==> src/rtl/pio_sensor_in_if.sv <==
// rtl/pio_sensor_in_if.sv - Avalon-MM register bus bundle for pio_sensor_in
interface pio_sensor_in_if;
  logic [1:0]  address;
  logic        chipselect;
  logic        write_n;
  logic [31:0] writedata;
  logic [31:0] readdata;

  modport master (
    output address,
    output chipselect,
    output write_n,
    output writedata,
    input  readdata
  );

  modport slave (
    input  address,
    input  chipselect,
    input  write_n,
    input  writedata,
    output readdata
  );
endinterface

==> src/rtl/pio_sensor_in.sv <==
// rtl/pio_sensor_in.sv - synchronised, debounced sensor PIO with edge capture and irq
module pio_sensor_in #(
  parameter int WIDTH           = 9,
  parameter int SYNC_STAGES     = 2,
  parameter int DEBOUNCE_CYCLES = 0,
  parameter int EDGE_TYPE       = 0,
  parameter int IRQ_MODE        = 1
) (
  input  logic             clk,
  input  logic             reset_n,
  pio_sensor_in_if.slave   bus,
  input  logic [WIDTH-1:0] in_port,
  output logic             irq
);

  // A debounce depth of 0 behaves exactly like 1: a single register stage.
  localparam int N  = (DEBOUNCE_CYCLES < 1) ? 1 : DEBOUNCE_CYCLES;
  localparam int CW = $clog2(N + 1);
  localparam logic [CW-1:0] CNT_LAST = CW'(N - 1);
  localparam logic [CW-1:0] CNT_ONE  = CW'(1);

  logic [SYNC_STAGES-1:0][WIDTH-1:0] sync_q;
  logic [WIDTH-1:0]                  s;

  logic [WIDTH-1:0]          d_q, d_d;
  logic [WIDTH-1:0][CW-1:0]  cnt_q, cnt_d;
  logic [WIDTH-1:0]          ev;

  logic [WIDTH-1:0] mask_q, mask_d;
  logic [WIDTH-1:0] edge_q, edge_d;
  logic [WIDTH-1:0] clr;
  logic [31:0]      readdata_q, readdata_d;
  logic             irq_q, irq_d;
  logic             wr_en;

  // Only the low WIDTH bits of writedata are meaningful.
  logic unused_wdata;
  assign unused_wdata = ^bus.writedata;

  assign s = sync_q[SYNC_STAGES-1];

  // Synchroniser chain: stage 0 samples the raw asynchronous inputs.
  always_ff @(posedge clk or negedge reset_n) begin
    if (!reset_n) begin
      sync_q <= '0;
    end else begin
      sync_q <= {sync_q[SYNC_STAGES-2:0], in_port};
    end
  end

  // Per-bit debounce: accept a new level only after N consecutive differing samples.
  always_comb begin
    d_d   = d_q;
    cnt_d = cnt_q;
    ev    = '0;
    for (int b = 0; b < WIDTH; b++) begin
      if (s[b] == d_q[b]) begin
        cnt_d[b] = '0;
      end else if (cnt_q[b] == CNT_LAST) begin
        d_d[b]   = s[b];
        cnt_d[b] = '0;
        case (EDGE_TYPE)
          0:       ev[b] = s[b];
          1:       ev[b] = ~s[b];
          default: ev[b] = 1'b1;
        endcase
      end else begin
        cnt_d[b] = cnt_q[b] + CNT_ONE;
      end
    end
  end

  // Register file next-state, read mux and interrupt source.
  always_comb begin
    wr_en  = bus.chipselect & ~bus.write_n;
    mask_d = mask_q;
    clr    = '0;
    if (wr_en && (bus.address == 2'd2)) begin
      mask_d = bus.writedata[WIDTH-1:0];
    end
    if (wr_en && (bus.address == 2'd3)) begin
      clr = bus.writedata[WIDTH-1:0];
    end
    // A set in the same cycle as a clear wins so no event is ever lost.
    edge_d = (edge_q & ~clr) | ev;

    readdata_d = '0;
    case (bus.address)
      2'd0:    readdata_d = 32'(d_q);
      2'd2:    readdata_d = 32'(mask_q);
      2'd3:    readdata_d = 32'(edge_q);
      default: readdata_d = '0;
    endcase

    if (IRQ_MODE == 0) begin
      irq_d = |(d_q & mask_q);
    end else begin
      irq_d = |(edge_q & mask_q);
    end
  end

  // State registers; reset discards any partially counted debounce.
  always_ff @(posedge clk or negedge reset_n) begin
    if (!reset_n) begin
      d_q        <= '0;
      cnt_q      <= '0;
      mask_q     <= '0;
      edge_q     <= '0;
      readdata_q <= '0;
      irq_q      <= 1'b0;
    end else begin
      d_q        <= d_d;
      cnt_q      <= cnt_d;
      mask_q     <= mask_d;
      edge_q     <= edge_d;
      readdata_q <= readdata_d;
      irq_q      <= irq_d;
    end
  end

  assign bus.readdata = readdata_q;
  assign irq          = irq_q;

endmodule

==> src/flat_wrapper.sv <==
// flat-port wrapper written by rule: the top's interface ports become plain ports
module pio_sensor_in_flat 
#(
  parameter int WIDTH           = 9,
  parameter int SYNC_STAGES     = 2,
  parameter int DEBOUNCE_CYCLES = 0,
  parameter int EDGE_TYPE       = 0,
  parameter int IRQ_MODE        = 1
)
  (clk, reset_n, in_port, irq, bus_address, bus_chipselect, bus_write_n, bus_writedata, bus_readdata);
  pio_sensor_in_if bus_i ();
  input  logic clk;
  input  logic reset_n;
  input  logic [WIDTH-1:0] in_port;
  output logic irq;
  input wire logic [$bits(bus_i.address)-1:0] bus_address;
  input wire logic [$bits(bus_i.chipselect)-1:0] bus_chipselect;
  input wire logic [$bits(bus_i.write_n)-1:0] bus_write_n;
  input wire logic [$bits(bus_i.writedata)-1:0] bus_writedata;
  output wire logic [$bits(bus_i.readdata)-1:0] bus_readdata;
  assign bus_i.address = bus_address;
  assign bus_i.chipselect = bus_chipselect;
  assign bus_i.write_n = bus_write_n;
  assign bus_i.writedata = bus_writedata;
  assign bus_readdata = bus_i.readdata;
  pio_sensor_in #(.WIDTH(WIDTH), .SYNC_STAGES(SYNC_STAGES), .DEBOUNCE_CYCLES(DEBOUNCE_CYCLES), .EDGE_TYPE(EDGE_TYPE), .IRQ_MODE(IRQ_MODE)) u_core (.clk(clk), .reset_n(reset_n), .bus(bus_i), .in_port(in_port), .irq(irq));
endmodule
==> config.mk <==
export PLATFORM = sky130hd
export DESIGN_NAME = pio_sensor_in_flat
export DESIGN_NICKNAME = d
export VERILOG_FILES = /design/src/rtl/pio_sensor_in_if.sv /design/src/rtl/pio_sensor_in.sv /design/src/flat_wrapper.sv
export SDC_FILE = /design/constraint.sdc
export NUM_CORES = 1
export LEC_CHECK = 0
export CORE_MARGIN = 2
export CORE_UTILIZATION = 40
export DETAILED_ROUTE_END_ITERATION = 12
export PLACE_DENSITY = 0.86
export SKIP_LAST_GASP = 1
export SLEW_MARGIN = 10
export SYNTH_ARGS = -nofsm -noshare
export SYNTH_HDL_FRONTEND = slang
export SYNTH_SLANG_ARGS = --single-unit
==> constraint.sdc <==
create_clock -name clk -period 1.09 [get_ports clk]
set_input_delay 0.218 -clock clk [delete_from_list [all_inputs] [get_ports clk]]
set_output_delay 0.218 -clock clk [all_outputs]
set_load 0.02 [all_outputs]
**Word level (Yosys, flattened, before mapping)**

Cells that the tools add are included.

- $add $sub $neg: 9
- Multiply operators: 0
- Div/mod/pow operators: 0
- Order comparisons: 0
- Equality and inequality tests: 11
- Shift operators: 0
- Muxes and demuxes: 38
- Bitwise operators: 24
- Reduce and logical (&&, ||, !) cells: 13

Operator list:

| cell | number |
|---|---|
| 1-bit two-way mux | 36 |
| 9-bit case mux with 3 select lines | 1 |
| 1-bit inverter | 19 |
| 9-bit AND | 2 |
| 2-bit AND reduction | 9 |
| 1-bit adder, second input constant | 9 |
| 1-bit equality test | 9 |
| 9-bit two-way mux | 1 |
| 9-bit inverter | 1 |
| 9-bit bitwise OR | 1 |
| 9-bit OR reduction | 1 |
| 2-bit equality test, second input constant | 2 |
| 1-bit logical AND | 2 |
| 2-bit zero test | 1 |
| 1-bit AND | 1 |

- Register bits: 64
- Bits in latches: 0
- RAM bits: 0
- ROM bits: 0
- Input port bits: 47
- Output and inout port bits: 33
- Word-level logic and storage cells: 119
- Memories kept: 0

**Longest topological paths before layout**

Gate-level depths: netlist of run 1.

- Depth after elaboration: 7
- Depth in mapped cells: 5
- Depth with buffers taken out: 3

**Least setup slack after synthesis of run 1**

OpenSTA, ideal clock, no wires.

- Path kind: register -> register
- Start: register u_core.d_q[0]
- End: register u_core.d_q[0]
- Setup time: 125 ps
- Data arrival time: 948 ps
- Data required time: 965 ps
- Path slack: 17 ps
- Stages on the path, launching flop included: 4
- Buffers on the path: 0
- Period minus slack after synthesis: 1073 ps
- Path through: dfrtp_1 > inv_1 > ha_1 > mux2_2

- Word-level cells in the longest chain between the ends: 3

Ends and longest elaborated chain:

| what | line | RTL |
|---|---|---|
| start, declared | pio_sensor_in.sv:25 | `logic [WIDTH-1:0] d_q, d_d;` |
| start signal, assigned | pio_sensor_in.sv:105 | `d_q <= '0;` |
| start signal, assigned | pio_sensor_in.sv:112 | `d_q <= d_d;` |
| 1-bit equality test | pio_sensor_in.sv:57 | `if (s[b] == d_q[b]) begin` |
| 1-bit inverter (no line) | n/a |  |
| 2-bit AND reduction (no line) | n/a |  |

No other way between the ends.
A chain may end at the register's enable or synchronous reset.

**Final worst setup path of run 1**

- Start: register u_core.sync_q (netlist bit u_core.s[7])
- End: register u_core.d_q[7]

- Word-level cells in the longest chain between the ends: 3

Ends and longest elaborated chain:

| what | line | RTL |
|---|---|---|
| start, declared | pio_sensor_in.sv:22 | `logic [SYNC_STAGES-1:0][WIDTH-1:0] sync_q;` |
| start signal, assigned | pio_sensor_in.sv:47 | `sync_q <= {sync_q[SYNC_STAGES-2:0], in_port};` |
| 1-bit equality test | pio_sensor_in.sv:57 |  |
| 1-bit inverter (no line) | n/a |  |
| 2-bit AND reduction (no line) | n/a |  |

Parallel ways exist; a longest one is shown, timed or not.

==> results_dict.tcl, run 1 <==
set metrics [dict create \
    total_power_uw 5830 \
    cpPeakStageDelay_ns 0.40 \
    vias 1443 \
    syn-cell-area_um2 2310 \
    die_y_um 80.0 \
    ys.flop_type "dfrtp_1" \
    hold_violations 0 \
    clk_pin_slew_ns 0.09 \
    cts_tree "done" \
    gp_congestion 0.816 \
    n_fill_cell 480 \
    start_kind "flop" \
    cp_slowest_cell "dfrtp_1" \
    drt_iter0_drc 94 \
    crit_type "flop to flop" \
    ys_warn_count 0 \
    grt_overflow 0 \
    synthesis.instances 173 \
    cap_violations 0 \
    synth_common_cells "55 x dfrtp_1, 25 x buf_4, 18 x nand2_1" \
    slew_viol_final 0 \
    port_buffers 33 \
    antenna_found_initial 0 \
    detail-route-antenna-nets 0 \
    ys_seq_area_frac 0.596 \
    synth_area_leaders "dfrtp_1 60%, buf_4 8.1%, mux2_4 5.8%, ha_1 4.9%, mux2_2 4.4%" \
    cts_max_level 2 \
    critPathRequiredTime_ns 1.29 \
    start_util 0.417 \
    power_frac_seq 0.460 \
    clock_latency_ns 0.31 \
    cp_data_arrival_time_ns 1.33 \
    synth-seq-cells 55 \
    grt_usage 0.139 \
    area_delta_synth_final_pct 31.3 \
    cts_root_buffer "clkbuf_8" \
    synth_edf_count 0 \
    ir_drop_uv 749 \
    period_share 1.04 \
    numCtsBuffers 5 \
    grt_max_degree 25 \
    ys_types 22 \
    p_switching_uw 1700 \
    drive_gt1_frac 0.321 \
    dr.pass1.iters 6 \
    cp_max_fo 2 \
    postRouteWirelength_mm 4.26 \
    cts_max_path_buffers 2 \
    wl_per_cell_um 13.5 \
    synth.avg_cell_area_um2 13.4 \
    rsz0062_at_grt "yes" \
    finClkSkew_ns 0.00549 \
    synth_async_sr_flop_share 1.00 \
    pwr-share-comb 0.355 \
    swShare 0.291 \
    crit_path_end_kind "flop" \
    yosysTopAreaCell "dfrtp_1" \
    ioPinCount 80 \
    path_cells "ha_1, mux2_4" \
    postLayoutCoreUtil 0.548 \
    setup_violations 9 \
    drcViolationCount 0 \
    p_clk_frac 0.185 \
    die_area_um2 6400 \
    internal_power_uw 4130 \
    hold_path_class "primary input to flop" \
    rows 27 \
    die_w_um 80.0 \
    core_um2 5540 \
    fmax_ghz 0.881 \
    power.leakage_uw 0.00146 \
    period_needed_ns 1.14 \
    status "complete, but fails checks" \
    powerDensity_nw_per_um2 1920 \
    first_global_vias 1404 \
    violations "negative setup slack" \
    yosysMostFrequentCell "dfrtp_1" \
    synth_top_area_frac 0.596 \
    clock-sinks 55 \
    grt_pass1_wl_mm 6.63 \
    via_per_inst 4.58 \
    final_nets 298 \
    antennaDiodeCount 0 \
    dpl.hpwl_mm 2.82 \
    fin_ws_ns -0.0454 \
]
[cell type report]
class	count	area (um2)	area share
Timing Repair Buffer	68	618	0.204
Clock buffer	5	68.8	0.0227
Sequential cell	55	1380	0.454
Inverter	9	33.8	0.0111
Multi-Input combinational cell	103	832	0.274
Tap cell	72	90.1	0.0297
Clock inverter	3	15.0	0.00495
[worst max-delay path, delay by kind of cell, from the launching register on]
family	cells	cell delay [ns]
DFF	1	0.40
muxes	1	0.30
adders and majority gates	1	0.32
[layout by cell type (no fill, tap or decap), types with 3 or more instances in the layout]
| master | count |
|---|---|
| mux2i_1 | 9 |
| inv_1 | 7 |
| nand2_1 | 18 |
| mux2_4 | 16 |
| a21o_1 | 9 |
| buf_6 | 5 |
| buf_4 | 28 |
| o21ai_1 | 4 |
| dfrtp_1 | 55 |
| conb_1 | 23 |
| clkdlybuf4s50_1 | 18 |
| clkbuf_8 | 5 |
| clkinv_2 | 3 |
| ha_1 | 7 |
| o21ai_0 | 5 |
| buf_2 | 8 |
| buf_12 | 3 |
[state kept, by name, summed over array words and instances (netlist names)]
register             cells
u_core.s                 9
u_core.irq               1
u_core.mask_q            9
u_core.edge_q            9
u_core.sync_q            9
u_core.bus.readdata      9
u_core.d_q               9
[what timing repair did]
item | in CTS | in global routing
gates cloned | 1 | 0
hold buffers | 1 | 0
endpoints found under the setup margin | 47 | 21
setup buffers | 5 | 8
resized for setup | 53 | 17
pin swaps | 6 | 7
endpoints found under the hold margin | 11 | 0
[per-stage QoR]
| step | setup WS [ns] | cell area, um2 | std cells | TNS (ns) | hold slack (ns) |
|---|---|---|---|---|---|
| 2_1_floorplan | 0.0172 | 2390 | 195 | 0 | -0.0776 |
| 3_3_place_gp | -0.469 | 2790 | 292 | -11.23 | 0.137 |
| 3_5_place_dp | -0.481 | 2790 | 292 | -11.79 | 0.146 |
| 4_1_cts | -0.0337 | 2920 | 307 | -0.0969 | 0.333 |
| 5_1_grt | -0.0894 | 3030 | 315 | -0.533 | 0.285 |
| 6_report | -0.0454 | 3030 | 315 | -0.163 | 0.287 |
[routing by layer]
| metal | wire (um) | global-route usage | vias to the layer above |
|---|---|---|---|
| met5 | 0 | 0 | - |
| met4 | 53 | 0.0610 | 0 |
| met3 | 253 | 0.0362 | 5 |
| met2 | 2160 | 0.222 | 55 |
| met1 | 1800 | 0.178 | 710 |
| li1 | - | - | 673 |
[power by group through the flow]
stage | registers [uW] | logic (uW) | clock network (uW)
after global placement | 2680 | 1630 | 0
after floorplan | 2780 | 885 | 0
after global routing | 2730 | 2260 | 1190
final | 2680 | 2070 | 1080
after detailed placement | 2700 | 1690 | 0
after CTS | 2660 | 1750 | 1110
[path summary, 6_finish.rpt]
| path | startpoint | end | slack, ns | cells after the start |
|---|---|---|---|---|
| min reg2reg | u_core.sync_q[6] | u_core.s[6] | 0.35 | 0 |
| max in group asynchronous | reset_n | u_core.sync_q[2] | 0.31 | 3 |
| min in group asynchronous | reset_n | u_core.s[4] | 0.34 | 2 |
| max | u_core.s[7] | u_core.d_q[7] | -0.05 | 2 |
| max reg2reg | u_core.s[7] | u_core.d_q[7] | -0.05 | 2 |
| min | bus_address[0] | u_core.bus.readdata[0] | 0.29 | 3 |
[cell families (layout without fill, tap and decap cells)]
group / Yosys count / in the layout / synth area share
compound gates: 22 / 22 / 0.0639
fa+ha+maj: 9 / 9 / 0.0487
buf+inv: 37 / 85 / 0.105
flops: 55 / 55 / 0.596
mux: 27 / 27 / 0.141
other cells: 1 / 23 / 0.00162
simple gates: 22 / 22 / 0.0439
Note: power is estimated with default switching activity, not from simulation.
==> run 2: changes to the inputs <==
--- a/config.mk
+++ b/config.mk
@@ -5,10 +5,11 @@
 export SDC_FILE = /design/constraint.sdc
 export NUM_CORES = 1
 export LEC_CHECK = 0
+export CAP_MARGIN = 40
 export CORE_MARGIN = 2
 export CORE_UTILIZATION = 40
 export DETAILED_ROUTE_END_ITERATION = 12
-export PLACE_DENSITY = 0.86
+export PLACE_DENSITY = 0.83
 export SKIP_LAST_GASP = 1
 export SLEW_MARGIN = 10
 export SYNTH_ARGS = -nofsm -noshare
==> constraint.sdc (replaced) <==
create_clock -name clk -period 1.4 [get_ports clk]
set_input_delay 0.28 -clock clk [delete_from_list [all_inputs] [get_ports clk]]
set_output_delay 0.28 -clock clk [all_outputs]
set_load 0.02 [all_outputs]
==> run 2 against run 1 <==
  * The flow now finishes without violations
  * Die area did not move
  * Sequential share of layout area increased by 3.9 points
  * Clock power about the same
  * Sequential cell count did not move
  * Cell count fell by 8.6%
  * Critical path type is now primary input to flop
  * Critical endpoint is now u_core.mask_q[7]
  * Highest routed layer unchanged
==> results_dict.tcl, run 2 (synthesized netlist as in run 1, its figures left out) <==
set metrics [dict create \
    powerDensity_nw_per_um2 1500 \
    drive_gt1_frac 0.162 \
    whs_ns 0.347 \
    antennaDiodeCount 0 \
    rsz0062_at_grt "no" \
    ir_drop_uv 498 \
    final_common_cell "dfrtp_1" \
    crit_type "primary input to flop" \
    r2r_cells 3 \
    gp_congestion 0.805 \
    postRouteWirelength_mm 3.78 \
    r2r_slack_ns 0.23 \
    via_per_inst 4.51 \
    cts_max_level 2 \
    slew_viol_final 0 \
    cp_top_family "buffers and inverters" \
    n_fill_cell 493 \
    power_frac_seq 0.507 \
    p_switching_uw 1160 \
    setup_violations 0 \
    cp_max_fo 9 \
    power.leakage_uw 0.00131 \
    numCtsBuffers 5 \
    holdCritStartpoint "u_core.sync_q[1]" \
    finClkSkew_ns 0.00909 \
    grt_usage 0.131 \
    cpPeakStageDelay_ns 0.53 \
    hold_violations 0 \
    wl_per_cell_um 13.1 \
    die_w_um 80.0 \
    period_share 0.980 \
    grt_max_degree 56 \
    rows 27 \
    cts_tree "done" \
    dpl.hpwl_mm 2.63 \
    core_um2 5540 \
    hold_path_class "flop to flop" \
    p_clk_frac 0.256 \
    hold_depth 0 \
    ioPinCount 80 \
    grt_overflow 0 \
    internal_power_uw 3030 \
    first_global_vias 1312 \
    whs_endpoint "u_core.s[1]" \
    crit_path_end_kind "flop" \
    r2r-end "u_core.d_q[7]" \
    cap_violations 0 \
    port_buffers 33 \
    drt_iter0_drc 135 \
    antenna_found_initial 0 \
    clock-sinks 55 \
    path_cells "clkdlybuf4s50_1, and4bb_1, buf_12, mux2_4" \
    rr_startpoint "u_core.d_q[7]" \
    grt_pass1_wl_mm 6.20 \
    swShare 0.277 \
    cp_slowest_cell "clkdlybuf4s50_1" \
    vias 1298 \
    drcViolationCount 0 \
    cp_num_buf_inv 2 \
    fmax_ghz 0.729 \
    clk_pin_slew_ns 0.10 \
    cts_root_buffer "clkbuf_8" \
    cp_data_arrival_time_ns 1.56 \
    critPathLaunch "bus_address[1]" \
    die_area_um2 6400 \
    cts_max_path_buffers 2 \
    pwr-share-comb 0.237 \
    final_nets 271 \
    postLayoutCoreUtil 0.504 \
    start_kind "primary input" \
    dr.pass1.iters 4 \
    detail-route-antenna-nets 0 \
    layout_common_cells "55 x dfrtp_1, 23 x conb_1, 22 x clkdlybuf4s50_1" \
    area_delta_synth_final_pct 20.9 \
    clock_latency_ns 0.31 \
    period_needed_ns 1.37 \
    critPathRequiredTime_ns 1.59 \
    status "completed" \
    die_y_um 80.0 \
    start_util 0.417 \
]
-- run 2: changes by cell type in the layout (fill, tap and decap cells not counted), sizes merged --
cell,previous run,this run
clkdlybuf4s15,2,0
clkinv,3,1
bufinv,0,1
buf,45,8
clkdlybuf4s50,18,22
dlygate4sd2,1,10
-- run 2: how the worst max path moves through the flow --
stage	to	slack (ns)	depth (start not counted)
4_1_cts	u_core.mask_q[8]	0.04	4
3_5_place_dp	u_core.mask_q[3]	-0.28	4
6_report	u_core.mask_q[7]	0.03	4
5_1_grt	u_core.mask_q[7]	0.02	4
3_3_place_gp	u_core.mask_q[8]	-0.24	4
2_1_floorplan	u_core.mask_q[0]	0.29	3
-- run 2: per-layer routing --
metal  wire length (um)  track usage  vias up
met5                  0            0        -
met4                 44       0.0458        0
met3                276       0.0554        5
met2               1890        0.213       38
met1               1570        0.156      636
li1                   -            -      619
-- run 2: cell type report --
cell class	instances	area, um2	share of cell area
Inverter	9	33.8	0.0121
Tap cell	72	90.1	0.0322
Sequential cell	55	1380	0.493
Clock inverter	2	35.0	0.0125
Timing Repair Buffer	41	400	0.143
Multi-Input combinational cell	103	776	0.278
Clock buffer	6	82.6	0.0296
-- run 2: repair_timing --
action	4_1_cts	5_1_grt
gates resized for setup	10	1
endpoints found under the hold margin	55	0
endpoints found under the setup margin	10	1
setup buffers	0	0
hold buffers	1	0
-- run 2: power by group through the flow --
stage | Clock [uW] | Sequential [uW] | Combinational [uW]
4_1_cts | 1090 | 2130 | 1020
3_3_place_gp | 0 | 2140 | 983
6_report | 1070 | 2120 | 994
2_1_floorplan | 0 | 2160 | 689
5_1_grt | 1160 | 2170 | 1110
3_5_place_dp | 0 | 2150 | 1040
-- run 2: metrics by stage --
| stage | worst slack [ns] | TNS, ns | power, uW | instance area (um2) | std cells |
|---|---|---|---|---|---|
| floorplan | 0.286 | 0 | 2850 | 2390 | 195 |
| global placement | -0.240 | -4.95 | 3120 | 2680 | 279 |
| detailed placement | -0.278 | -5.50 | 3190 | 2680 | 279 |
| CTS | 0.0365 | 0 | 4240 | 2790 | 288 |
| global route | 0.0233 | 0 | 4430 | 2790 | 288 |
| finish | 0.0275 | 0 | 4190 | 2790 | 288 |
-- run 2: worst register-to-register path: stages (launching register included) --
cell and delay (ns):
dfrtp_1 0.39, inv_1 0.06, ha_1 0.29, mux2_2 0.32
